$ cat src/rtl/branch_issuer.sv
// Sequencer front end for the PC brancher: fetches a control word at the current PC,
// decodes it, issues one strobed command, waits for completion, and repeats.
module branch_issuer #(
  parameter int unsigned FETCH_TIMEOUT = 16,
  parameter logic [15:0] RESET_PC      = 16'h0000
) (
  input  logic        aclk,
  input  logic        aresetn,
  input  logic        rx_run,
  input  logic [3:0]  rx_alu_flags,
  input  logic [15:0] rx_program_counter,
  input  logic        rx_ready,
  input  logic        rx_fetch_valid,
  input  logic [23:0] rx_fetch_data,
  output logic        tx_fetch_req,
  output logic [15:0] tx_fetch_addr,
  output logic        tx_enable,
  output logic        tx_write_branch,
  output logic        tx_write_flags,
  output logic        tx_strobe,
  output logic [3:0]  tx_input_flags,
  output logic [3:0]  tx_check_flags,
  output logic [15:0] tx_branch,
  output logic        tx_fault
);

  localparam int unsigned CW = $clog2(FETCH_TIMEOUT + 1);
  localparam logic [CW-1:0] TIMEOUT_LIM = CW'(FETCH_TIMEOUT);

  typedef enum logic [2:0] {
    IDLE,
    FETCH,
    ISSUE,
    WAIT,
    FAULT
  } state_t;

  state_t        state;
  logic [CW-1:0] cnt;
  logic [CW-1:0] cnt_next;
  logic [1:0]    word_op;
  logic [3:0]    word_check;
  logic [15:0]   word_branch;
  logic          wait_first;
  logic          unused_bits;

  assign cnt_next    = cnt + CW'(1);
  assign unused_bits = &{1'b0, rx_fetch_data[21:20]};

  always_ff @(posedge aclk or negedge aresetn) begin
    if (!aresetn) begin
      state           <= IDLE;
      cnt             <= '0;
      word_op         <= '0;
      word_check      <= '0;
      word_branch     <= '0;
      wait_first      <= 1'b0;
      tx_fetch_req    <= 1'b0;
      tx_fetch_addr   <= '0;
      tx_enable       <= 1'b0;
      tx_write_branch <= 1'b0;
      tx_write_flags  <= 1'b0;
      tx_strobe       <= 1'b0;
      tx_input_flags  <= '0;
      tx_check_flags  <= '0;
      tx_branch       <= '0;
      tx_fault        <= 1'b0;
    end else begin
      tx_strobe <= 1'b0;
      case (state)
        IDLE: begin
          if (rx_run) begin
            state         <= FETCH;
            tx_fetch_req  <= 1'b1;
            tx_fetch_addr <= RESET_PC;
            tx_enable     <= 1'b1;
            cnt           <= '0;
          end
        end

        // Abort beats valid, and valid beats the timeout in the same cycle.
        FETCH: begin
          if (!rx_run) begin
            state        <= IDLE;
            tx_fetch_req <= 1'b0;
            tx_enable    <= 1'b0;
          end else if (rx_fetch_valid) begin
            word_op      <= rx_fetch_data[23:22];
            word_check   <= rx_fetch_data[19:16];
            word_branch  <= rx_fetch_data[15:0];
            tx_fetch_req <= 1'b0;
            state        <= ISSUE;
          end else if (cnt_next == TIMEOUT_LIM) begin
            state        <= FAULT;
            tx_fetch_req <= 1'b0;
            tx_enable    <= 1'b0;
            tx_fault     <= 1'b1;
          end else begin
            cnt <= cnt_next;
          end
        end

        ISSUE: begin
          if (!rx_run) begin
            state     <= IDLE;
            tx_enable <= 1'b0;
          end else if (rx_ready) begin
            tx_strobe  <= 1'b1;
            state      <= WAIT;
            wait_first <= 1'b1;
            case (word_op)
              2'b01: begin
                tx_write_branch <= 1'b0;
                tx_write_flags  <= 1'b1;
                tx_input_flags  <= rx_alu_flags;
                tx_check_flags  <= '0;
                tx_branch       <= '0;
              end
              2'b10, 2'b11: begin
                tx_write_branch <= 1'b1;
                tx_write_flags  <= 1'b0;
                tx_input_flags  <= '0;
                tx_check_flags  <= word_op[0] ? 4'b0000 : word_check;
                tx_branch       <= word_branch;
              end
              default: begin
                tx_write_branch <= 1'b0;
                tx_write_flags  <= 1'b0;
                tx_input_flags  <= '0;
                tx_check_flags  <= '0;
                tx_branch       <= '0;
              end
            endcase
          end
        end

        // Ready in the strobe cycle is the brancher's stale status, so skip it.
        WAIT: begin
          if (wait_first) begin
            wait_first <= 1'b0;
          end else if (rx_ready) begin
            if (rx_run) begin
              state         <= FETCH;
              tx_fetch_req  <= 1'b1;
              tx_fetch_addr <= rx_program_counter;
              cnt           <= '0;
            end else begin
              state     <= IDLE;
              tx_enable <= 1'b0;
            end
          end
        end

        FAULT: begin
          if (!rx_run) begin
            state    <= IDLE;
            tx_fault <= 1'b0;
          end
        end

        default: state <= IDLE;
      endcase
    end
  end

endmodule

$ cat config.mk
export PLATFORM = sky130hd
export DESIGN_NAME = branch_issuer
export DESIGN_NICKNAME = d
export VERILOG_FILES = /design/src/rtl/branch_issuer.sv
export SDC_FILE = /design/constraint.sdc
export NUM_CORES = 1
export LEC_CHECK = 0
export ABC_AREA = 1
export CORE_MARGIN = 1.5
export CORE_UTILIZATION = 47
export CTS_CLUSTER_DIAMETER = 40
export DETAILED_ROUTE_END_ITERATION = 8
export GPL_ROUTABILITY_DRIVEN = 1
export HOLD_SLACK_MARGIN = 0.08
export PLACE_DENSITY = 0.77
export SYNTH_ARGS = -nofsm -noshare
export SYNTH_HDL_FRONTEND = slang
export SYNTH_SLANG_ARGS = --single-unit
export TNS_END_PERCENT = 10
$ cat constraint.sdc
create_clock -name aclk -period 1.96 [get_ports aclk]
set_input_delay 0.392 -clock aclk [delete_from_list [all_inputs] [get_ports aclk]]
set_output_delay 0.392 -clock aclk [all_outputs]
set_load 0.005 [all_outputs]
==> After elaboration in Yosys (flattened, before gate mapping) <==
Cells that the tools add are included.
{ "word_totals": {"ff_bits": 77, "inputBits": 49, "word_cells": 110} }
{ "op_classes": {"n_addsub": 1, "eq_ne": 23, "n_mux": 54, "n_reduce_logical": 16} }
{ "op_table": {"columns": ["cell", "count"], "rows": [
  ["$mux 16", 5],
  ["$pmux 16 s2", 1],
  ["$mux 5", 6],
  ["$mux 3", 9],
  ["$mux 1", 24],
  ["$ne 2x2->1 const B", 11],
  ["$reduce_and 6->1", 3],
  ["$pmux 3 s5", 1],
  ["$pmux 5 s3", 1],
  ["$mux 4", 3],
  ["$reduce_and 5->1", 2],
  ["$ne 3x3->1 const B", 3],
  ["$reduce_and 3->1", 3],
  ["$eq 3x2->1 const B", 2],
  ["$reduce_bool 2->1", 3],
  ["$add 5x1->5 const B", 1],
  ["$eq 5x5->1 const B", 1],
  ["$eq 2x2->1 const B", 2],
  ["$ne 4x4->1 const B", 1],
  ["$pmux 1 s2", 2],
  ["$pmux 1 s4", 1],
  ["$reduce_and 4->1", 1],
  ["$reduce_bool 4->1", 1],
  ["$eq 3x1->1 const B", 1],
  ["6 further kinds", 6]
]} }

==> Depth between registers and ports, before layout <==
{ "logic_depth": {"word_depth": 6, "ltp_mapped": 11, "mapped_depth_nobuf": 10} }

==> Worst setup path before layout <==
Ideal clock, no wire load.
{ "synth_timing": {"path_type": "register to register", "from": "reg state[2]", "to": "reg tx_check_flags[0]", "setup_ns": 0.126, "t_arrival_ns": 1.425, "path_slack_ns": 0.409, "stages_incl_launch_ff": 9, "synth_period_minus_slack_ns": 1.551, "path_cell_list": "dfrtp_1 > buf_4 > nor2_4 > nand2_2 > nor3_4 > inv_2 > clkbuf_8 > nand2_1 > o21ai_0"} }
{ "synth_via": {"elab_chain_cells": 2} }
{ "synth_rtl": {"columns": ["element", "line_no", "source"], "rows": [
  ["start, declared", "38", "state_t state;"],
  ["start signal, assigned", "52", "state <= IDLE;"],
  ["start signal, assigned", "73", "state <= FETCH;"],
  ["start signal, assigned", "84", "state <= IDLE;"],
  ["$eq 3x2->1", "70", "case (state)"],
  ["$reduce_and 3->1 (no line)", null, null],
  ["end signal, assigned", "123", "tx_check_flags <= word_op[0] ? 4'b0000 : word_check;"],
  ["end, declared", "22", "output logic [3:0] tx_check_flags,"]
]} }
No other way between the ends.
A chain may end at the register's enable or synchronous reset.

==> Final worst setup path <==
{ "layout_timing": {"from": "reg cnt[0]", "to": "reg cnt[0]"} }
{ "layout_via": {"elab_chain_cells": 5, "word_cells_on_any_way": 11, "classes_between": "add/sub: 1; eq/ne: 2; mux: 7; reduce/logical: 1"} }
{ "layout_rtl": {"columns": ["element", "line_no", "source"], "rows": [
  ["start, declared", "39", "logic [CW-1:0] cnt;"],
  ["start signal, assigned", "99", "cnt <= cnt_next;"],
  ["$add 5x1->5", "47", "assign cnt_next = cnt + CW'(1);"],
  ["$mux 5", "93", "end else if (cnt_next == TIMEOUT_LIM) begin"],
  ["$mux 5", "87", "end else if (rx_fetch_valid) begin"],
  ["$mux 5", "83", "if (!rx_run) begin"],
  ["$pmux 5 s3", "70", null]
]} }
Parallel ways exist; a longest one is shown, timed or not. The select of a mux whose other input is x is not followed.

==> flow_summary.ini <==
[synthesis]
syn_nets = 419
synthTopCellsByArea = dfrtp_1 (58%), nand2_1 (11%), nand3_1 (5.7%), o21ai_0 (5.6%), inv_1 (3.2%)
ys_types = 29
synth_edf_count = 0
syn_area_per_cell_um2 = 9.01
synth_top_area_frac = 0.580
synth_seq_area_share = 0.580
synth_top_cell_by_area = dfrtp_1
synthCells = 369
synth_most_common_cell = nand2_1
synth_ff_type = dfrtp_1
synth_area_mm2 = 0.00332
ys_ff_latch = 77
ys_async_sr_fraction = 1.00
yosysWarnings = 0
ys_top_cells_by_count = nand2_1 (99), dfrtp_1 (77), nand3_1 (38), o21ai_0 (37)

[clock_network]
cts_buffers = 9
cts_tree = built
clkSinkCount = 77
clk_pin_slew_ps = 80
worst_skew_pair.late_latency_ps = 340
cts_buffer_depth = 2
root_buffer = clkbuf_8
cts_setup_buffers = 0
htreeDepth = 3
postCtsResizedCells = 0

[outcome]
status = completed

[run]
maxCapViolCount = 0

[timing]
timing.hold.ws_ps = 479
worst_slew_pin_slew_ps = 610
rsz0062_at_grt = no
slew_headroom = 0.594
fin_skew_ps = 8.17
finalMaxSlewViolations = 0
hold_viol = 0
tns_ps = 0
fin_crit_sh = 0.891
min_period_ps = 1750
final-setup-viol-count = 0
fmax_ghz = 0.572

[layout]
diodes = 0
post_route_cells_drive_above_1_share = 0.0932
area.growth.synth_to_final_pct = 36.5
num-fill-cells = 584
stdcell_area_mm2 = 0.00454
instances_no_fill = 568
register_area_mm2 = 0.00193
fin_nets = 518
final_core_util = 0.664
multi_input_area_mm2 = 0.00118

[global_route]
track_usage = 0.221
gr-total-overflow = 0
grt_pass1_wl_um = 12900
grt_pass1_vias = 2836
antenna_found_initial = 0
grt_start_max_net_pins = 46

[detailed_routing]
wl_per_cell_um = 13.4
drc = 0
drt_iter0_markers = 124
vias_per_cell = 5.01
drt.antenna.violating_nets = 0
num_vias = 2843
dr.pass1.iters = 4
wirelength_um = 7590

[floorplan]
rows = 30
initial_utilization = 0.487
core_mm2 = 0.00683
die_area_mm2 = 0.00759
dieWidth_um = 87.1
die_h_um = 87.1
io_pins = 95

[setup_path]
cp_max_fo = 6
crit_start = cnt[0]
end_kind = flip-flop
worst_r2r_path_depth = 10
crit_arrival_ps = 2030
rr_endpoint = cnt[0]
critPathLaunchType = flip-flop
critical_path_class = reg -> reg
required_ps = 2250
r2r_start = cnt[0]
crit_path_end = cnt[0]
rrSetupSlack_ps = 210

[placed_design]
dp.cells = 552
dpl_cell_area_mm2 = 0.00436
portBuffers = 92
place_congestion = 0.833
dp_hpwl_um = 5320

[hold_path]
hold_class = reg -> reg
holdPathStages = 2

[power]
cellPowerDensity_mw_per_mm2 = 1270
leakagePower_nw = 2.23
vdd_drop_max_mv = 0.818
## placed cells by master (no fill, tap or decap), types with 2 or more instances in the layout
| cell type | instances |
|---|---|
| o21ai_0 | 37 |
| nand4_1 | 5 |
| clkinv_2 | 3 |
| inv_2 | 2 |
| mux2_2 | 7 |
| buf_4 | 9 |
| buf_12 | 2 |
| clkbuf_8 | 9 |
| nor2_4 | 2 |
| nand2_1 | 99 |
| inv_1 | 28 |
| nor2_1 | 28 |
| nor3_1 | 2 |
| a21oi_1 | 17 |
| dfrtp_1 | 77 |
| nand3_1 | 38 |
| nand2_2 | 2 |
| clkdlybuf4s50_1 | 91 |
## cell families (layout without fill, tap and decap cells)
group / count (synthesis) / in the layout / synth area share
AO/OA/AOI/OAI: 58 / 58 / 0.0900
buffers and inverters: 45 / 148 / 0.0640
multiplexers: 7 / 7 / 0.0237
AND/OR/NAND/NOR: 181 / 181 / 0.239
flip-flops: 77 / 77 / 0.580
adder cells (fa/ha/maj): 1 / 1 / 0.00376
## state kept, by name, indices dropped and copies added, names as in the netlist
name,flops
cnt,5
state,3
tx_branch,16
tx_check_flags,4
tx_enable,1
tx_fault,1
tx_fetch_addr,16
tx_fetch_req,1
tx_input_flags,4
tx_strobe,1
tx_write_branch,1
tx_write_flags,1
wait_first,1
word_branch,16
word_check,4
word_op,2
## layout make-up
type                       instances  area share
timing repair buffer             103       0.227
sequential                        77       0.425
inverter                          30      0.0248
clock inverter                     6     0.00883
tap                               96      0.0265
clock buffer                       9      0.0273
multi-input combinational        247       0.261
## through the flow
stage / setup WS [ps] / power, mW
final: 213 / 5.78
after global routing: 81.4 / 6.24
after floorplan: 409 / 3.63
after detailed placement: -12.2 / 4.77
after CTS: 236 / 5.83
after global placement: 35.0 / 4.69
## layer usage
| layer | track usage | up-vias | part of all wire |
|---|---|---|---|
| met1 | 0.273 | 1357 | 0.44 |
| met2 | 0.375 | 80 | 0.49 |
| met5 | 0 | - | 0 |
| li1 | - | 1396 | - |
| met4 | 0.0895 | 0 | 0.013 |
| met3 | 0.0540 | 10 | 0.056 |
## repair_timing
item | in CTS | in global routing
hold buffers | 1 | 0
endpoints found under the setup margin | 0 | 0
hold endpoints to repair | 32 | 0
## report_power, final
part | switching [mW] | internal, mW | leakage (nW)
Sequential | 0.351 | 2.19 | 0.984
Clock | 0.580 | 0.452 | 0.0852
Combinational | 1.07 | 1.14 | 1.16
Total | 2.00 | 3.78 | 2.23
## how the worst min path moves through the flow
stage	from	to
after global placement	aresetn	word_branch[14]
after global routing	tx_write_branch	tx_write_branch
after floorplan	aresetn	cnt[0]
after detailed placement	aresetn	word_branch[14]
after CTS	tx_write_branch	tx_write_branch
final	tx_write_flags	tx_write_flags
## worst max-delay path: stages (launching register included)
cell     delay (ps)
dfrtp_1         440
ha_1            270
nand3_1          80
nand2_1          50
nand2_1          80
inv_1            50
nor2_1          170
nand2_1         200
nand2_1         220
nand2_1          70
nand2_1          60
No activity file was read; power rests on OpenSTA's default activity.
